## config.mk

```make
export PLATFORM = sky130hd
export DESIGN_NAME = registerfile_gen2_flat
export DESIGN_NICKNAME = d
export VERILOG_FILES = /design/src/rtl/registerfile_gen2_pkg.sv /design/src/rtl/registerfile_gen2_if.sv /design/src/rtl/registerfile_gen2_clear_ctl.sv /design/src/rtl/registerfile_gen2.sv /design/src/flat_wrapper.sv
export SDC_FILE = /design/constraint.sdc
export NUM_CORES = 2
export LEC_CHECK = 0
export BUFFER_PORTS_ARGS = -buffer_cell sky130_fd_sc_hd__buf_2
export CELL_PAD_IN_SITES_DETAIL_PLACEMENT = 0
export CELL_PAD_IN_SITES_GLOBAL_PLACEMENT = 1
export CORE_MARGIN = 2
export CORE_UTILIZATION = 37
export CTS_CLUSTER_DIAMETER = 60
export DETAILED_ROUTE_END_ITERATION = 16
export GPL_TIMING_DRIVEN = 0
export HOLD_SLACK_MARGIN = 0.15
export PLACE_DENSITY = 0.69
export SLEW_MARGIN = 20
export SYNTH_ARGS = -nofsm -noshare
export SYNTH_HDL_FRONTEND = slang
export SYNTH_SLANG_ARGS = --single-unit
```

## constraint.sdc

```tcl
create_clock -name clock -period 6 [get_ports clock]
set_input_delay 1.2 -clock clock [delete_from_list [all_inputs] [get_ports clock]]
set_output_delay 1.2 -clock clock [all_outputs]
set_load 0.01 [all_outputs]
```

## src/rtl/registerfile_gen2_pkg.sv

```systemverilog
// Shared types and sizing helpers for the gen2 register file.
package registerfile_pkg;

  typedef enum logic {
    CLEAR = 1'b0,
    READY = 1'b1
  } rf_state_e;

  localparam int DEF_WIDTH = 64;
  localparam int DEF_DEPTH = 32;

  function automatic int idx_w(input int depth);
    return (depth > 1) ? $clog2(depth) : 1;
  endfunction

endpackage

```

## src/rtl/registerfile_gen2_if.sv

```systemverilog
// Decode/writeback-facing bus of the register file: selects, write port, read data, busy.
interface registerfile_gen2_if
  import registerfile_pkg::*;
#(
  parameter int WIDTH = DEF_WIDTH,
  parameter int DEPTH = DEF_DEPTH
);
  localparam int IW = idx_w(DEPTH);

  logic [IW-1:0]    select_a;
  logic [IW-1:0]    select_b;
  logic [IW-1:0]    address;
  logic [WIDTH-1:0] data_in;
  logic             write;
  logic [WIDTH-1:0] out_a;
  logic [WIDTH-1:0] out_b;
  logic             busy;

  modport master (
    output select_a, select_b, address, data_in, write,
    input  out_a, out_b, busy
  );

  modport slave (
    input  select_a, select_b, address, data_in, write,
    output out_a, out_b, busy
  );

endinterface

```

## src/rtl/registerfile_gen2_clear_ctl.sv

```systemverilog
// Post-reset clear sequencer: walks every storage index once, then reports ready.
module registerfile_clear_ctl
  import registerfile_pkg::*;
#(
  parameter int DEPTH = DEF_DEPTH
) (
  input  logic                  clock,
  input  logic                  reset,
  output logic                  busy_o,
  output logic                  clear_en_o,
  output logic [idx_w(DEPTH)-1:0] clear_idx_o
);
  localparam int IW = idx_w(DEPTH);

  rf_state_e     state_q, state_d;
  logic [IW-1:0] cnt_q, cnt_d;

  always_ff @(posedge clock) begin
    if (reset) begin
      state_q <= CLEAR;
      cnt_q   <= '0;
    end else begin
      state_q <= state_d;
      cnt_q   <= cnt_d;
    end
  end

  always_comb begin
    state_d = state_q;
    cnt_d   = cnt_q;
    if (state_q == CLEAR) begin
      cnt_d = cnt_q + IW'(1);
      if (cnt_q == IW'(DEPTH - 1)) state_d = READY;
    end
  end

  // The reset edge itself must leave storage untouched, so the clear strobe is gated by reset.
  assign busy_o      = (state_q == CLEAR);
  assign clear_en_o  = (state_q == CLEAR) && !reset;
  assign clear_idx_o = cnt_q;

endmodule

```

## src/rtl/registerfile_gen2.sv

```systemverilog
// DEPTH x WIDTH register file: two combinational read ports, one write port,
// hardwired zero register, optional write-to-read bypass and post-reset clear sweep.
module registerfile_gen2
  import registerfile_pkg::*;
#(
  parameter int WIDTH    = DEF_WIDTH,
  parameter int DEPTH    = DEF_DEPTH,
  parameter int ZERO_REG = DEPTH - 1,
  parameter bit BYPASS   = 1'b1
) (
  input logic               clock,
  input logic               reset,
  registerfile_gen2_if.slave bus
);
  localparam int IW = idx_w(DEPTH);
  // One extra bit lets ZERO_REG == DEPTH mean "no zero register".
  localparam logic [IW:0] ZR = (IW+1)'(ZERO_REG);

  logic             busy;
  logic             clear_en;
  logic [IW-1:0]    clear_idx;
  logic             wr_en;
  logic [WIDTH-1:0] mem_q [DEPTH];

  registerfile_clear_ctl #(.DEPTH(DEPTH)) u_clear_ctl (
    .clock       (clock),
    .reset       (reset),
    .busy_o      (busy),
    .clear_en_o  (clear_en),
    .clear_idx_o (clear_idx)
  );

  function automatic logic [WIDTH-1:0] rd_mux(
    input logic [IW-1:0]    sel,
    input logic [WIDTH-1:0] stored,
    input logic             busy_s,
    input logic             wr_s,
    input logic [IW-1:0]    waddr,
    input logic [WIDTH-1:0] wdata
  );
    if (busy_s)                                  return '0;
    if ({1'b0, sel} == ZR)                       return '0;
    if (BYPASS && wr_s && (waddr == sel))        return wdata;
    return stored;
  endfunction

  // Writes are dropped while clearing, on a reset edge, and at the zero register.
  assign wr_en = bus.write && !busy && !reset && ({1'b0, bus.address} != ZR);

  always_ff @(posedge clock) begin
    if (clear_en)   mem_q[clear_idx]   <= '0;
    else if (wr_en) mem_q[bus.address] <= bus.data_in;
  end

  always_comb begin
    bus.out_a = rd_mux(bus.select_a, mem_q[bus.select_a], busy, bus.write,
                       bus.address, bus.data_in);
    bus.out_b = rd_mux(bus.select_b, mem_q[bus.select_b], busy, bus.write,
                       bus.address, bus.data_in);
  end

  assign bus.busy = busy;

endmodule

```

## src/flat_wrapper.sv

```systemverilog
// flat-port wrapper written by rule: the top's interface ports become plain ports
module registerfile_gen2_flat import registerfile_pkg::*;
#(
  parameter int WIDTH    = DEF_WIDTH,
  parameter int DEPTH    = DEF_DEPTH,
  parameter int ZERO_REG = DEPTH - 1,
  parameter bit BYPASS   = 1'b1
)
  (clock, reset, bus_select_a, bus_select_b, bus_address, bus_data_in, bus_write, bus_out_a, bus_out_b, bus_busy);
  registerfile_gen2_if #(.WIDTH(WIDTH), .DEPTH(DEPTH)) bus_i ();
  input logic clock;
  input logic reset;
  input wire logic [$bits(bus_i.select_a)-1:0] bus_select_a;
  input wire logic [$bits(bus_i.select_b)-1:0] bus_select_b;
  input wire logic [$bits(bus_i.address)-1:0] bus_address;
  input wire logic [$bits(bus_i.data_in)-1:0] bus_data_in;
  input wire logic [$bits(bus_i.write)-1:0] bus_write;
  output wire logic [$bits(bus_i.out_a)-1:0] bus_out_a;
  output wire logic [$bits(bus_i.out_b)-1:0] bus_out_b;
  output wire logic [$bits(bus_i.busy)-1:0] bus_busy;
  assign bus_i.select_a = bus_select_a;
  assign bus_i.select_b = bus_select_b;
  assign bus_i.address = bus_address;
  assign bus_i.data_in = bus_data_in;
  assign bus_i.write = bus_write;
  assign bus_out_a = bus_i.out_a;
  assign bus_out_b = bus_i.out_b;
  assign bus_busy = bus_i.busy;
  registerfile_gen2 #(.WIDTH(WIDTH), .DEPTH(DEPTH), .ZERO_REG(ZERO_REG), .BYPASS(BYPASS)) u_core (.clock(clock), .reset(reset), .bus(bus_i));
endmodule
```

; ---- After elaboration in Yosys (flattened, before gate mapping)
; Memory sizes are Yosys's and may differ from the RTL's.
; Cells that the tools add are included.
[word_totals]
reg_bits = 6
latch_bits = 0
ram_bits = 2048
mem_bits_ro = 0
output_inout_bits = 129
n_memories = 1
[op_classes]
addsub = 1
n_mul = 0
div_mod_pow = 0
magnitude_cmp = 0
n_eq_ne = 6
n_shift = 0
n_mux = 31
n_bitwise = 1
reduce_logical = 8
[memory_table]
columns = memory, depth, word_bits, rd, rd_clocked_by_memory_dff, wr, line
row1 = u_core.mem_q, 32, 64, 2, 0, 1, registerfile_gen2.sv:23  ; logic [WIDTH-1:0] mem_q [DEPTH];
[op_table]
columns = operator, count
row1 = $mux 64, 12
row2 = $reduce_or 64->1, 1
row3 = $mux 1, 18
row4 = $eq 5x5->1 const B, 3
row5 = $eq 5x5->1, 2
row6 = $logic_and 1x1->1, 6
row7 = $add 5x1->5 const B, 1
row8 = $mux 5, 1
row9 = $ne 5x5->1 const B, 1
row10 = $logic_not 1->1, 1
row11 = $not 1->1, 1

; ---- Depth between registers and ports, before layout
[depth]
ltp_word = 8
ltp_mapped = 10
mapped_depth_nobuf = 5

; ---- Cells and area by module
; From an unflattened synthesis, not the netlist that was laid out.
[hier_totals]
hier_cells = 4794
hier_area_um2 = 96802.8
[by_module_without_submodules]
columns = module, instances, cells_per_inst, area_per_inst_um2, seq_area_each_um2
row1 = registerfile_gen2, 1, 4768, 96527.6, 61499.0
row2 = registerfile_clear_ctl, 1, 26, 275.3, 120.1

; ---- Least setup slack after synthesis
; Ideal clock, no wire load.
[synth_timing]
path_type = input to register
start = input bus_address[4]
end = memory u_core.mem_q[25][0] in the netlist's numbering, enable pin
setup_time_ps = 486
arrival_ps = 5143
required_ps = 5514
slack_ps = 371
path_stages = 7
path_cell_list = clkbuf_1 -> and3_1 -> a31oi_1 -> buf_2 -> mux2i_1 -> nand2_1 -> nor2_1
[synth_via]
elab_chain_len = 7
word_cells_on_any_way = 8
[synth_lines]
columns = item, line
row1 = "start, declared", flat_wrapper.sv:15  ; input wire logic [$bits(bus_i.address)-1:0] bus_address;
row2 = $ne 5x5->1, registerfile_gen2.sv:48  ; assign wr_en = bus.write && !busy && !reset && ({1'b0, bus.address} != ZR);
row3 = $logic_and 1x1->1, registerfile_gen2.sv:48
row4 = $mux 1, registerfile_gen2.sv:52  ; else if (wr_en) mem_q[bus.address] <= bus.data_in;
row5 = $mux 1, registerfile_gen2.sv:51  ; if (clear_en) mem_q[clear_idx] <= '0;
row6 = $mux 1 (implied by the code), registerfile_gen2.sv:52
row7 = $reduce_or 64->1 (no source line), --
row8 = $mux 5 (no source line) or $mux 1 (tied branches), --
row9 = "end, declared", registerfile_gen2.sv:23
; Several ways; a longest one is shown, not always the timed one.

; ---- Worst setup path after layout
[layout_timing]
start = input bus_select_a[1]
end = output bus_out_a[17]
[layout_via]
elab_chain_len = 8
word_cells_on_any_way = 14
[layout_lines]
columns = item, line
row1 = "start, declared", flat_wrapper.sv:13  ; input wire logic [$bits(bus_i.select_a)-1:0] bus_select_a;
row2 = $eq 5x5->1, registerfile_gen2.sv:43  ; if (BYPASS && wr_s && (waddr == sel)) return wdata;
row3 = $logic_and 1x1->1, registerfile_gen2.sv:43
row4 = $mux 1 (2 in series), registerfile_gen2.sv:43
row5 = $mux 1, registerfile_gen2.sv:42  ; if ({1'b0, sel} == ZR) return '0;
row6 = $mux 64, registerfile_gen2.sv:44  ; return stored;
row7 = $mux 64 (*), registerfile_gen2.sv:43
row8 = $mux 64 (*), registerfile_gen2.sv:42
row9 = "end, declared", flat_wrapper.sv:18  ; output wire logic [$bits(bus_i.out_a)-1:0] bus_out_a;
; Every way passes the cells marked *; elsewhere a longest branch is shown, timed or not. The select of a mux whose other input is x is not followed.

==> flow_summary.ini <==
[drt]
num_vias = 62840
firstDrtPassIters = 8
routed_via_density = 6.686
first_iter_violations = 10760
ant_nets = 0
wire_per_inst_um = 40.24
route.detailed.drc = 0
routed_wl_mm = 378.2

[floorplan]
die_width_um = 513.2
die_area_um2 = 263400
initial_core_util_pct = 37.28
die_h_um = 513.2
rows = 186
ios = 211
core_um2 = 257400

[timing]
min_period_over_period_pct = 104.1
skew_ns = 0.02564
setup_tns_ns = -1.080
maxSlewHeadroom_pct = 12.36
rsz0062_at_grt = true
fin_crit_ns = 6.243
hold_viol = 0
fin_ws_ns = -0.2431
finalMaxSlewViolations = 0
worst_pin_slew_ns = 1.315
whs_ns = 0.5477
finalSetupViolations = 14
clock.fmax_ghz = 0.1602

[job]
maxCapViolCount = 0

[critical_path]
slowest_delay_ns = 0.87
path_cells = buf_2, buf_4, buf_2, xnor2_1, nand3_1, buf_2, clkbuf_2, o21ai_0, a31oi_1, buf_2
cp_num_cells = 10
crit_slowest_cell = a31oi_1
cp.required_ns = 4.80
endpoint_kind = primary output
critPathKind = input port to primary output
r2r_end = u_core.mem_q[17][30]$_DFFE_PP_
worstPathArrival_ns = 5.04
r2r_start = u_core.u_clear_ctl.state_q$_SDFF_PP0_
cp-start-kind = input port
worstPathMaxFanout = 12
cp_top_family = buffers and inverters
path_buf_inv = 6
r2r_setup_slack_ns = 2.36
cpMostUsedCell = buf_2
ff2ff_path_depth = 10

[placement]
dp_hpwl_mm = 271.3
numPortBuffers = 199
dp_slack_ns = -0.3301
place.gp.congestion = 0.8710

[hold_path]
hp-class = register to register
hold_start = u_core.u_clear_ctl.clear_idx_o[0]$_SDFFE_PP0N_
whs_path_depth = 2
min_to = u_core.u_clear_ctl.clear_idx_o[0]$_SDFFE_PP0N_

[power_and_ir_drop]
ir_worst_vdd_uv = 342.7
power.total_mw = 31.22
power.leakage_nw = 39.79
powerDensity_nw_per_um2 = 278.9

[synth]
synth_seq_cells = 2054
synth_seq_area_share_pct = 64.22
async_flop_share_pct = 0
ys_types = 49
synth_cells = 5239
syn-num-nets = 5323
synth_edf_count = 2048
synth_area_um2 = 95950
synthFlopType = edfxtp_1
avgSynthCellArea_um2 = 18.31
yosysWarnings = 0

[global_route]
grt_max_degree = 33
grt_pass1_vias = 60460
antenna_found_initial = 36
overflow = 0
grt_util_all_layers_pct = 28.05
grt_pass1_wl_mm = 503.6

[cts]
clock_sinks = 2054
cts_hold_buf = 0
cts_made_buffers = 213
clock_latency_ns = 0.88
cts_tree = built
cts_root_buf = clkbuf_16
ctsLongestPathBuffers = 3
clk_transition_reported_paths_ns = 0.06
htreeDepth = 4

[final_layout]
nets = 5889
final_common_cell = edfxtp_1
layout_common_cells = edfxtp_1 (2048), mux4_2 (766), mux2i_1 (551)
area_delta_synth_final_pct = 16.67
drive_above_1_share_pct = 29.11

[outcome]
status = finished, violations left
failed_checks = negative setup slack
## cells in the mapped netlist (5+ instances only)
cell type	number	area (um^2)
o221a_1	36	405.4
buf_4	46	345.3
a22o_1	29	254.0
dfxtp_1	6	120.1
nand2b_1	6	37.54
xor2_1	5	43.79
buf_1	34	127.6
buf_2	123	615.6
mux2i_1	551	5515
nor4_1	29	181.4
nor2_1	135	506.7
a31oi_1	57	356.6
a211oi_1	36	270.3
a211o_1	91	797.0
o22ai_1	65	406.6
nand3_1	75	375.4
nor2b_1	43	269.0
a21oi_1	129	645.6
nand2_1	26	97.59
nor3_1	73	365.4
mux4_2	766	17250
o21ai_0	63	315.3
a22oi_1	417	3131
xnor2_1	7	61.31
clkbuf_1	200	750.7
buf_6	44	495.5
and2_1	66	412.9
edfxtp_1	2048	61500
## stage by stage
stage / cell area, um^2 / util (%) / cells
floorplan: 95950 / - / 5239
global placement: 101200 / 39.31 / 8822
detailed placement: 105000 / 40.80 / 8975
CTS: 111800 / 43.44 / 9370
global route: 111900 / 43.47 / 9380
finish: 111900 / 43.49 / 9398
## worst reg2reg max path, cell delays in order (launching register included)
cell,delay (ns)
dfxtp_1,0.30
buf_2,0.21
nand3b_1,0.15
a31oi_1,0.20
buf_2,0.29
mux2i_1,0.44
nand2_1,0.38
nor2_4,0.63
buf_16,0.25
buf_16,0.20
buf_12,0.25
## cell type report
cell class              instances  area (um^2)
diodes                         27        67.56
plain buffers                 445         2394
clock buffers                 266         5549
clock inverters               131         1244
fillers                     22210       145400
inverters                       3        11.26
multi-input cells            2734        32290
flip-flops and latches       2054        61620
well taps                    3384         4234
repair buffers                354         4529
## flip-flops by register name (all words and copies together) (netlist names)
name and flops:
u_core.u_clear_ctl.state_q 1, u_core.mem_q 2048, u_core.u_clear_ctl.clear_idx_o 5
## how the worst max path moves through the flow
stage	from	slack, ns	to
CTS	bus_select_b[1]	0.03	bus_out_b[32]
global route	bus_select_b[1]	-0.008	bus_out_b[12]
detailed placement	bus_select_a[1]	-0.33	bus_out_a[17]
floorplan	bus_address[4]	0.37	u_core.mem_q[25][0]$_DFFE_PP_
global placement	bus_address[4]	-5.03	u_core.mem_q[10][29]$_DFFE_PP_
finish	bus_select_a[1]	-0.24	bus_out_a[17]
## kinds of logic (layout without fill, tap and decap cells)
| kind of cell | Yosys count | after routing | share of synthesized area (%) |
|---|---|---|---|
| AOI/OAI and AO/OA | 934 | 934 | 6.982 |
| xor gates and xnor gates | 12 | 12 | 0.1095 |
| adders and majority gates | 2 | 2 | 0.02608 |
| buffers and inverters | 451 | 1199 | 2.453 |
| DFF | 2054 | 2054 | 64.22 |
| muxes | 1320 | 1320 | 23.76 |
| other | 0 | 27 | 0 |
| and+or+nand+nor | 466 | 466 | 2.446 |
## power breakdown
part           internal (mW)  leakage, nW  switching [mW]
Clock                   7.31         3.31            5.87
Combinational          0.802         14.8            1.56
Sequential              15.6         21.6          0.0363
## layer usage
metal	part of all wire [%]	wire length, um	global-route usage (%)	vias to the layer above
met4	5.5	20640	13.81	12
met1	36	136200	36.33	33260
li1	-	-	-	23630
met3	13	48510	7.943	880
met5	0.020	74	0	-
met2	46	172700	43.33	5062
## what timing repair did
item / 4_1_cts / 5_1_grt
setup endpoints to repair: 13 / 4
buffers inserted: 0 / 0
resized for setup: 7 / 2
Power figures use the tool's default switching activity.
